<file path="src/rtl/if_fetch.sv">
// SWIS-V instruction fetch stage: owns the PC, fetches over imem, feeds ID.
// Optional misaligned-redirect trap: define IF_MISALIGN_TRAP_EN.
module if_fetch #(
  parameter logic [31:0] RESET_PC = 32'h0000_0000
) (
  input  logic        clk,
  input  logic        rst_n,
  input  logic        i_boj,
  input  logic        i_jalr,
  input  logic [31:0] i_ex_pc,
  input  logic [31:0] i_imm_data,
  input  logic [31:0] i_result,
  output logic        o_imem_req,
  output logic [31:0] o_imem_addr,
  input  logic        i_imem_gnt,
  input  logic        i_imem_rvalid,
  input  logic [31:0] i_imem_rdata,
  output logic        o_valid,
  output logic [31:0] o_instr,
  output logic [31:0] o_pc,
  input  logic        i_id_ready
`ifdef IF_MISALIGN_TRAP_EN
  ,
  output logic        o_misalign,
  output logic [31:0] o_misalign_addr
`endif
);

  typedef enum logic [2:0] {
    S_IDLE = 3'd0,
    S_REQ  = 3'd1,
    S_WAIT = 3'd2,
    S_FULL = 3'd3,
    S_TRAP = 3'd4
  } state_e;

  state_e      state_q, state_d;
  logic [31:0] pc_q, pc_d;
  logic [31:0] fpc_q, fpc_d;
  logic [31:0] skid_instr_q, skid_instr_d;
  logic [31:0] skid_pc_q, skid_pc_d;
  logic [31:0] instr_q, instr_d;
  logic [31:0] opc_q, opc_d;
  logic        valid_q, valid_d;
  logic        drop_q, drop_d;

  logic        redir;
  logic        slot_free;
  logic [31:0] tgt_raw;
  logic [31:0] tgt;

  assign redir     = i_boj | i_jalr;
  assign slot_free = !valid_q | i_id_ready;
  assign tgt_raw   = i_jalr ? {i_result[31:1], 1'b0}
                            : i_ex_pc + i_imm_data;

`ifdef IF_MISALIGN_TRAP_EN
  logic        mis;
  logic        mis_q, mis_d;
  logic [31:0] maddr_q, maddr_d;
  logic        unused_res;

  assign tgt        = tgt_raw;
  assign mis        = redir & (tgt_raw[1:0] != 2'b00);
  assign unused_res = i_result[0];
`else
  logic        unused_bits;

  assign tgt         = {tgt_raw[31:2], 2'b00};
  assign unused_bits = i_result[0] ^ (^tgt_raw[1:0]);
`endif

  // State register
  always_ff @(posedge clk or negedge rst_n) begin
    if (!rst_n) state_q <= S_IDLE;
    else        state_q <= state_d;
  end

  // Next-state logic; a redirect overrides the normal flow
  always_comb begin
    state_d = state_q;
    unique case (state_q)
      S_IDLE: state_d = S_REQ;
      S_REQ:  if (i_imem_gnt) state_d = S_WAIT;
      S_WAIT: if (i_imem_rvalid)
                state_d = (drop_q || slot_free) ? S_REQ : S_FULL;
      S_FULL: if (i_id_ready) state_d = S_REQ;
`ifdef IF_MISALIGN_TRAP_EN
      S_TRAP: state_d = S_TRAP;
`endif
      default: state_d = S_IDLE;
    endcase
    if (redir) begin
      unique case (state_q)
        S_IDLE:  state_d = S_IDLE;
        S_REQ:   state_d = i_imem_gnt ? S_WAIT : S_REQ;
        S_WAIT:  state_d = i_imem_rvalid ? S_REQ : S_WAIT;
        S_FULL:  state_d = S_REQ;
        default: state_d = (drop_q && !i_imem_rvalid) ? S_WAIT : S_REQ;
      endcase
`ifdef IF_MISALIGN_TRAP_EN
      if (mis) state_d = S_TRAP;
`endif
    end
  end

  // Datapath next-state: PC, drop flag, output slot and skid entry
  always_comb begin
    pc_d         = pc_q;
    fpc_d        = fpc_q;
    drop_d       = drop_q;
    valid_d      = valid_q & !i_id_ready;
    instr_d      = instr_q;
    opc_d        = opc_q;
    skid_instr_d = skid_instr_q;
    skid_pc_d    = skid_pc_q;
    unique case (state_q)
      S_REQ: begin
        if (i_imem_gnt) begin
          fpc_d = pc_q;
          pc_d  = pc_q + 32'd4;
        end
      end
      S_WAIT: begin
        if (i_imem_rvalid) begin
          if (drop_q) begin
            drop_d = 1'b0;
          end else if (slot_free) begin
            valid_d = 1'b1;
            instr_d = i_imem_rdata;
            opc_d   = fpc_q;
          end else begin
            skid_instr_d = i_imem_rdata;
            skid_pc_d    = fpc_q;
          end
        end
      end
      S_FULL: begin
        if (i_id_ready) begin
          valid_d = 1'b1;
          instr_d = skid_instr_q;
          opc_d   = skid_pc_q;
        end
      end
      S_TRAP: begin
        if (i_imem_rvalid) drop_d = 1'b0;
      end
      default: ;
    endcase
    if (redir) begin
      pc_d         = tgt;
      valid_d      = 1'b0;
      skid_instr_d = '0;
      skid_pc_d    = '0;
      unique case (state_q)
        S_REQ:   drop_d = i_imem_gnt;
        S_WAIT:  drop_d = !i_imem_rvalid;
        default: ;
      endcase
    end
  end

  // Datapath registers
  always_ff @(posedge clk or negedge rst_n) begin
    if (!rst_n) begin
      pc_q         <= RESET_PC;
      fpc_q        <= '0;
      drop_q       <= 1'b0;
      valid_q      <= 1'b0;
      instr_q      <= '0;
      opc_q        <= '0;
      skid_instr_q <= '0;
      skid_pc_q    <= '0;
    end else begin
      pc_q         <= pc_d;
      fpc_q        <= fpc_d;
      drop_q       <= drop_d;
      valid_q      <= valid_d;
      instr_q      <= instr_d;
      opc_q        <= opc_d;
      skid_instr_q <= skid_instr_d;
      skid_pc_q    <= skid_pc_d;
    end
  end

`ifdef IF_MISALIGN_TRAP_EN
  // Trap status: set by a misaligned redirect, cleared by an aligned one
  always_comb begin
    mis_d   = mis_q;
    maddr_d = maddr_q;
    if (redir) begin
      mis_d   = mis;
      maddr_d = mis ? tgt : 32'h0;
    end
  end

  // Trap status registers
  always_ff @(posedge clk or negedge rst_n) begin
    if (!rst_n) begin
      mis_q   <= 1'b0;
      maddr_q <= '0;
    end else begin
      mis_q   <= mis_d;
      maddr_q <= maddr_d;
    end
  end

  assign o_misalign      = mis_q;
  assign o_misalign_addr = maddr_q;
`endif

  // Outputs: request decoded from state, the rest straight from registers
  assign o_imem_req  = (state_q == S_REQ);
  assign o_imem_addr = pc_q;
  assign o_valid     = valid_q;
  assign o_instr     = instr_q;
  assign o_pc        = opc_q;

endmodule

</file>
<file path="config.mk">
export PLATFORM = sky130hd
export DESIGN_NAME = if_fetch
export DESIGN_NICKNAME = d
export VERILOG_FILES = /design/src/rtl/if_fetch.sv
export SDC_FILE = /design/constraint.sdc
export NUM_CORES = 1
export LEC_CHECK = 0
export BUFFER_PORTS_ARGS = -buffer_cell sky130_fd_sc_hd__buf_2
export CAP_MARGIN = 20
export CORE_UTILIZATION = 38
export CTS_CLUSTER_SIZE = 28
export DETAILED_ROUTE_END_ITERATION = 7
export PLACE_DENSITY_LB_ADDON = 0.05
export SLEW_MARGIN = 20
export SYNTH_ARGS = -nofsm -noshare
export SYNTH_HDL_FRONTEND = slang
export SYNTH_SLANG_ARGS = --single-unit
export TNS_END_PERCENT = 50
</file>
<file path="constraint.sdc">
create_clock -name clk -period 2.65 [get_ports clk]
set_clock_uncertainty 0.1 [all_clocks]
set_input_delay 0.3975 -clock clk [delete_from_list [all_inputs] [get_ports clk]]
set_output_delay 0.3975 -clock clk [all_outputs]
set_load 0.005 [all_outputs]
</file>
Yosys cells after proc, flatten, opt, wreduce, memory -nomap -nowiden
Cells that the tools add are included.
{"block": "totals", "reg_bits": 197, "input_bits": 135, "out_inout_bits": 98, "word_cells": 88}
{"block": "op_classes", "n_addsub": 2, "n_eq_ne": 13, "mux": 44, "n_bitwise": 3, "reduce_logical": 17}
{"operator": "2-to-1 mux 32 bit", "count": 22}
{"operator": "one-hot mux 32 bit (2 select lines)", "count": 2}
{"operator": "adder 32 x 3 -> 32 bit, second input constant", "count": 1}
{"operator": "adder 32 bit", "count": 1}
{"operator": "2-to-1 mux 3 bit", "count": 4}
{"operator": "one-hot mux 3 bit (4 select lines)", "count": 1}
{"operator": "inequality test 2 bit, second input constant", "count": 5}
{"operator": "nonzero test 2 bit", "count": 5}
{"operator": "2-to-1 mux 1 bit", "count": 8}
{"operator": "2-to-1 mux 2 bit", "count": 4}
{"operator": "one-hot mux 2 bit (4 select lines)", "count": 1}
{"operator": "equality test 3 x 2 -> 1 bit, second input constant", "count": 2}
{"operator": "inequality test 3 bit, second input constant", "count": 2}
{"operator": "AND reduction 5 bit", "count": 1}
{"operator": "one-hot mux 1 bit (2 select lines)", "count": 2}
{"operator": "AND reduction 2 bit", "count": 2}
{"operator": "AND reduction 4 bit", "count": 1}
{"operator": "equality test 3 x 1 -> 1 bit, second input constant", "count": 1}
{"operator": "equality test 3 bit, second input constant", "count": 1}
{"operator": "zero test 1 bit", "count": 3}
{"operator": "zero test 3 bit", "count": 1}
{"operator": "inequality test 3 x 1 -> 1 bit, second input constant", "count": 1}
{"operator": "AND reduction 3 bit", "count": 1}
{"operator": "inequality test 2 x 1 -> 1 bit, second input constant", "count": 1}
{"operator": "other kinds (5)", "count": 6}

Logic depth before layout (Yosys ltp)
Gate-level depths: netlist (run 1).
{"block": "depth", "ltp_word": 7, "ltp_mapped": 10, "mapped_depth_nobuf": 9}

Worst setup path after synthesis (run 1)
Ideal clock, no wire load.
{"block": "synth_timing", "kind": "in2reg", "startpoint": "in i_ex_pc[2]", "endpoint": "reg pc_q[29] (netlist: o_imem_addr[29])", "setup_time_ns": 0.120, "arrival_ns": 2.363, "t_required_ns": 2.430, "slack_ns": 0.067, "cell_stages": 9, "path_buffers": 0, "cell_sequence": "ha_1 -> a21oi_2 -> a21oi_1 -> a211oi_2 -> a21oi_1 -> a221oi_2 -> o41ai_2 -> or4b_1 -> and3b_1"}
{"block": "synth_via", "elab_chain_cells": 3}
{"element": "start, declared", "line_no": "10", "text": "input logic [31:0] i_ex_pc,"}
{"element": "adder 32 bit", "line_no": "55", "text": ": i_ex_pc + i_imm_data;"}
{"element": "2-to-1 mux 32 bit", "line_no": "54", "text": "assign tgt_raw = i_jalr ? {i_result[31:1], 1'b0}"}
{"element": "2-to-1 mux 32 bit", "line_no": "150", "text": "if (redir) begin"}
{"element": "end signal, assigned", "line_no": "175", "text": "pc_q <= pc_d;"}
{"element": "end, declared", "line_no": "38", "text": "logic [31:0] pc_q, pc_d;"}
Every way passes these cells.
A chain may end at the register's enable or synchronous reset.

Worst setup path after layout (run 1)
Same ends and word-level chain as after synthesis.

==> results of run 1 <==
## kinds of logic after synthesis
kind of cell	Yosys count
fa+ha+maj	36
mux	64
xor+xnor	36
buf+inv	90
compound gates	318
other cells	1
flops	188
simple gates	465
## layer usage
metal / global-route usage / wire length [µm] / vias up
met3: 0.0451 / 1450 / 39
met5: 0 / 16 / -
met4: 0.0578 / 533 / 4
met2: 0.329 / 12900 / 233
li1: - / - / 4686
met1: 0.290 / 14000 / 4228
## cells in the mapped netlist, types with 5 or more instances
cell / number
nand2_1: 324
dfrtp_1: 188
a21oi_1: 125
o21ai_0: 95
mux2i_1: 63
clkbuf_1: 60
nor2_1: 50
ha_1: 36
xnor2_1: 21
nand3_1: 20
a31oi_1: 16
xor2_1: 15
inv_1: 14
and3_1: 12
nand4_1: 11
o22ai_1: 10
a21o_1: 9
buf_2: 8
nor3_1: 7
nor4_1: 6
o211ai_1: 6
nand2b_1: 5
o21a_1: 5
## metrics by stage
| stage | instance area (µm²) | cells | power (µW) | setup TNS (ps) |
|---|---|---|---|---|
| after global routing | 13000 | 1810 | 11000 | 0 |
| after floorplan | 10400 | 1201 | 6210 | 0 |
| after detailed placement | 12400 | 1777 | 7740 | -1680 |
| final | 13000 | 1811 | 10300 | 0 |
| after global placement | 12400 | 1777 | 7690 | -1470 |
| after CTS | 13000 | 1810 | 10400 | 0 |
## power breakdown
part	total (µW)	switching [µW]	internal, µW
combinational	3560	2000	1560
sequential	4080	521	3560
clock	2610	1130	1480
total	10300	3660	6600
## worst min-delay path, cell delays in order
cell	delay [ps]
buf_2	70
nand2_1	40
o21ai_0	50
## registers in the layout, summed over array words and instances, names as in the netlist
register	count
drop_q	1
o_imem_addr	30
skid_instr_q	32
state_q	2
o_instr	32
o_valid	1
o_pc	30
skid_pc_q	30
fpc_q	30
## worst max-delay path by stage
stage | slack, ps | end | cells past startpoint | startpoint
2_1_floorplan | 70 | o_imem_addr[29]$_DFFE_PN0P_ | 9 | i_ex_pc[2]
3_3_place_gp | -270 | o_imem_addr[29]$_DFFE_PN0P_ | 10 | i_ex_pc[2]
3_5_place_dp | -290 | o_imem_addr[29]$_DFFE_PN0P_ | 10 | i_ex_pc[2]
4_1_cts | 170 | o_imem_addr[29]$_DFFE_PN0P_ | 10 | i_ex_pc[2]
5_1_grt | 30 | o_pc[13]$_DFFE_PN0P_ | 7 | state_q[0]$_DFFE_PN0P_
6_report | 140 | o_imem_addr[29]$_DFFE_PN0P_ | 10 | i_ex_pc[2]
## layout make-up
class                   count  area share
clock buffers              21      0.0361
flip-flops and latches    188       0.361
inverters                  15     0.00432
clock inverters            11      0.0102
diodes                      1    0.000192
repair buffers            311       0.143
multi-input cells         923       0.412
well taps                 341      0.0327
## what timing repair did
action,CTS,global route
gates resized for setup,0,2
hold buffers,1,0
endpoints found under the setup margin,0,2
hold endpoints to repair,37,0
==> results_dict.tcl, run 1 <==
set metrics [dict create \
    worstPathCellList "buf_2, ha_1, a21oi_2, a21oi_1, a211oi_2, a21oi_1, a221oi_2, o41ai_2, or4b_1, and3b_1" \
    drtPass1Iterations 5 \
    synth_cell_types 73 \
    vias 9190 \
    cp_slowest_cell "or4b_1" \
    grt_pass1_wl_mm 47.3 \
    postCtsSetupBuffers 0 \
    post-route-util 0.485 \
    gr-total-overflow 0 \
    finalNetCount 1627 \
    path_common_cell "a21oi_1" \
    worstReg2RegStart "o_imem_addr[2]$_DFFE_PN0P_" \
    r2r_slack_ps 220 \
    synth_enable_flop_cells 0 \
    die_y_um 167 \
    crit_type "in2reg" \
    drv_slew 0 \
    regArea_um2 4700 \
    critPathMaxStageDelay_ps 460 \
    synth_area_leaders "dfrtp_1 (45%), nand2_1 (12%), mux2i_1 (6.1%)" \
    grt_usage 0.209 \
    area_growth_syn_to_layout_pct 25.4 \
    min_from "i_result[2]" \
    layout.cells.most_common "nand2_1" \
    via_per_inst 5.07 \
    synthCells 1198 \
    cts_buffers 17 \
    fin_ws_ps 144 \
    rsz0062_at_grt "no" \
    clock.fmax_mhz 399 \
    io_buffers 226 \
    fillCellCount 2695 \
    cts-root-buf "clkbuf_16" \
    detail-route-antenna-nets 0 \
    cp_data_required_time_ps 2870 \
    drt_iter0_markers 551 \
    hold_path_end "o_imem_addr[2]$_DFFE_PN0P_" \
    whs_ps 75.3 \
    synthMuxAreaShare 0.0621 \
    clk_path_buf_depth 2 \
    relSlewSlack 0.657 \
    crit_arrival_ps 2720 \
    netlist.area_leader.share 0.452 \
    hold_viol 0 \
    hpwl_mm 20.5 \
    grt_start_max_net_pins 125 \
    ir_drop_mv 0.539 \
    cts_tree "done" \
    ys_seq_area_frac 0.452 \
    htree_levels 4 \
    cp_num_buf_inv 1 \
    synthArstFlopShare 1.00 \
    core_um2 26900 \
    ys_seq_elements 188 \
    grt_pass1_vias 8885 \
    worstSetupEndpointType "flop" \
    period_minus_slack_ps 2510 \
    place_congestion 0.860 \
    hold_path_class "in2reg" \
    synth_adder_area_share 0.0433 \
    avgRoutedWirePerCell_um 16.0 \
    rows 60 \
    static-leakage-power_uw 0.00617 \
    die_width_um 167 \
    pre_cts_slack_ps -286 \
    layout-drive-gt1-share 0.252 \
    yosysWarnings 0 \
    clkLatencyLatePin_ps 420 \
    startpoint_type "primary input" \
    period_share 0.946 \
    cp_top_family "compound AO/OA/AOI/OAI gates" \
    dieArea_um2 28000 \
    multi_input_area_um2 5380 \
    synth_compound_area_frac 0.185 \
    final_cell_mix "nand2_1 (324), buf_2 (225), dfrtp_1 (188)" \
    worstPathMaxFanout 3 \
    synthFlopType "dfrtp_1" \
    netlist_area_um2 10400 \
    initial_core_util 0.387 \
    setup_violations 0 \
    synth_top_cell_by_area "dfrtp_1" \
    drv_cap 0 \
    synth_area_per_cell_um2 8.68 \
    ff2ff_path_depth 9 \
    p_per_area_nw_per_um2 787 \
    synth_xor_area_frac 0.0303 \
    hold_depth 3 \
    io_pins 233 \
    r2r_end "o_imem_addr[26]$_DFFE_PN0P_" \
    path_clk_slew_ps 80 \
    status "complete, no violations" \
    yosys.area_share.simple 0.191 \
    synth_top_family_by_area "simple AND/OR/NAND/NOR gates" \
    drc 0 \
    antenna_found_initial 3 \
    worstMarginPinSlew_ps 514 \
    clock_sinks 188 \
    wirelength_mm 29.0 \
]
No activity file was read; power rests on OpenSTA's default activity.
==> inputs of run 2 (changes only) <==
Settings changed: CTS_BUF_LIST from default to sky130_fd_sc_hd__clkbuf_2, GPL_TIMING_DRIVEN from default to 0.
==> results_dict.tcl, run 2 (synthesis gave the netlist of run 1 again) <==
set metrics [dict create \
    startpoint_type "flop" \
    p_switching_uw 3640 \
    wirelength_mm 30.8 \
    grt_pass1_wl_mm 49.0 \
    detail-route-antenna-nets 0 \
    rows 60 \
    setup_violations 0 \
    layout.cells.most_common "nand2_1" \
    drv_cap 0 \
    cp_num_buf_inv 1 \
    rsz0062_at_grt "yes" \
    period_minus_slack_ps 2600 \
    cp_top_family "simple AND/OR/NAND/NOR gates" \
    power_uw 9280 \
    clkLatencyLatePin_ps 750 \
    dieArea_um2 28000 \
    fin_area_um2 13100 \
    grt_start_max_net_pins 68 \
    clock_sinks 188 \
    avgRoutedWirePerCell_um 16.4 \
    r2r_slack_ps 50 \
    hold_path_class "in2reg" \
    grt_usage 0.221 \
    r2r_end "o_imem_addr[31]$_DFFE_PN0P_" \
    core_um2 26900 \
    met1Wirelength_mm 14.6 \
    dr_wl_met3_mm 1.50 \
    io_buffers 225 \
    cts_buffers 17 \
    via_per_inst 5.09 \
    p_seq_frac 0.440 \
    hpwl_mm 22.7 \
    worstReg2RegStart "o_imem_addr[4]$_DFFE_PN0P_" \
    comb_power_share 0.392 \
    p_int_uw 5640 \
    place_congestion 0.862 \
    hold_viol 0 \
    crit_arrival_ps 3160 \
    crit_path_end "o_imem_addr[31]$_DFFE_PN0P_" \
    status "complete, no violations" \
    dr.max_layer_used "met4" \
    power_frac_clock 0.168 \
    initial_core_util 0.387 \
    ff2ff_path_depth 9 \
    htree_levels 4 \
    antenna_found_initial 1 \
    die_width_um 167 \
    ir_drop_mv 0.266 \
    worstPathMaxFanout 8 \
    area_growth_syn_to_layout_pct 26.2 \
    period_share 0.983 \
    drt_iter0_markers 663 \
    clock.fmax_mhz 384 \
    grt_pass1_vias 9110 \
    crit_type "reg2reg" \
    clk_path_buf_depth 2 \
    path_common_cell "nand4_1" \
    place_area_um2 12000 \
    cts-root-buf "clkbuf_2" \
    gr-total-overflow 0 \
    critPathMaxStageDelay_ps 550 \
    cts_tree "done" \
    drtPass1Iterations 5 \
    wl_met2_mm 14.3 \
    cp.depth 9 \
    worstSetupEndpointType "flop" \
    finalNetCount 1698 \
    die_y_um 167 \
    drc 0 \
    cp_data_required_time_ps 3210 \
    drv_slew 0 \
    worstMarginPinSlew_ps 970 \
    io_pins 233 \
    startpoint "o_imem_addr[4]$_DFFE_PN0P_" \
    final_cell_mix "nand2_1 (323), buf_2 (233), dfrtp_1 (185)" \
    cp_slowest_cell "dfrtp_1" \
    worstPathCellList "nand4_1, nor2_2, and3_1, and2_1, buf_2, nand4_1, o211ai_1, nand4b_1, o32a_1" \
    vias 9584 \
    p_sw_frac 0.392 \
    p_per_area_nw_per_um2 707 \
    relSlewSlack 0.351 \
    layout-drive-gt1-share 0.212 \
    static-leakage-power_uw 0.00612 \
    path_clk_slew_ps 290 \
]
-- run 2: cell count changes in the layout (fill, tap and decap cells not counted), moves of 3 or more --
cell / change
dlygate4sd3_1: +75
buf_12: -7
clkbuf_8: -4
clkbuf_2: +35
clkbuf_1: +42
clkinv_2: +3
buf_2: +8
nor2_2: +3
dfrtp_1: -3
dfrtp_2: +3
buf_4: -69
clkbuf_16: -17
-- run 2: layout make-up --
cell class / instances / area [µm²]
clock inverter: 14 / 169
antenna: 1 / 2.50
buffer: 75 / 329
timing repair buffer: 307 / 1980
multi-input combinational: 923 / 5360
clock buffer: 18 / 90.1
tap: 341 / 427
sequential: 188 / 4710
inverter: 15 / 56.3
fill: 2769 / 13800
-- run 2: metal layers --
| layer | track usage | vias up |
|---|---|---|
| met4 | 0.0566 | 0 |
| met2 | 0.361 | 286 |
| met3 | 0.0378 | 30 |
| met5 | 0 | - |
| met1 | 0.303 | 4438 |
| li1 | - | 4830 |
-- run 2: worst min path at each step --
stage / from / cells after the start / to
2_1_floorplan: rst_n / 0 / drop_q$_DFF_PN0_
3_3_place_gp: o_instr[27]$_DFFE_PN0P_ / 2 / o_instr[27]$_DFFE_PN0P_
3_5_place_dp: rst_n / 1 / o_instr[27]$_DFFE_PN0P_
4_1_cts: i_imm_data[16] / 5 / o_imem_addr[16]$_DFFE_PN0P_
5_1_grt: i_imm_data[16] / 5 / o_imem_addr[16]$_DFFE_PN0P_
6_report: i_imm_data[16] / 5 / o_imem_addr[16]$_DFFE_PN0P_
-- run 2: metrics by stage --
step	instances	hold WS [ps]	utilization	setup TNS, ps	worst slack [ps]
after floorplan	1201	1.91	-	0	66.9
after global placement	1767	357	0.445	-452200	-2270
after detailed placement	1769	293	0.447	-30050	-453
after CTS	1877	4.75	0.486	0	58.8
after global routing	1882	34.9	0.488	-159	-33.3
final	1882	91.2	0.488	0	45.8
-- run 2: timing repair --
item / in CTS / in global routing
hold buffers: 76 / 0
pin swaps: 0 / 1
setup buffers: 0 / 4
gates resized for setup: 11 / 24
gates cloned: 0 / 0
hold endpoints to repair: 286 / 0
setup endpoints to repair: 97 / 126
-- run 2: power by group through the flow --
stage	logic, µW	registers, µW	clock network, µW
floorplan	2140	4060	0
global placement	3480	4130	0
detailed placement	3510	4150	0
CTS	3640	4080	1630
global route	4100	4190	1720
finish	3630	4090	1560
-- run 2: tightest hold or removal path: cells and delay by family --
| kind | cells | cell delay (ps) |
|---|---|---|
| compound gates | 2 | 210 |
| xor+xnor | 1 | 90 |
| fa+ha+maj | 1 | 170 |
| buf+inv | 1 | 80 |
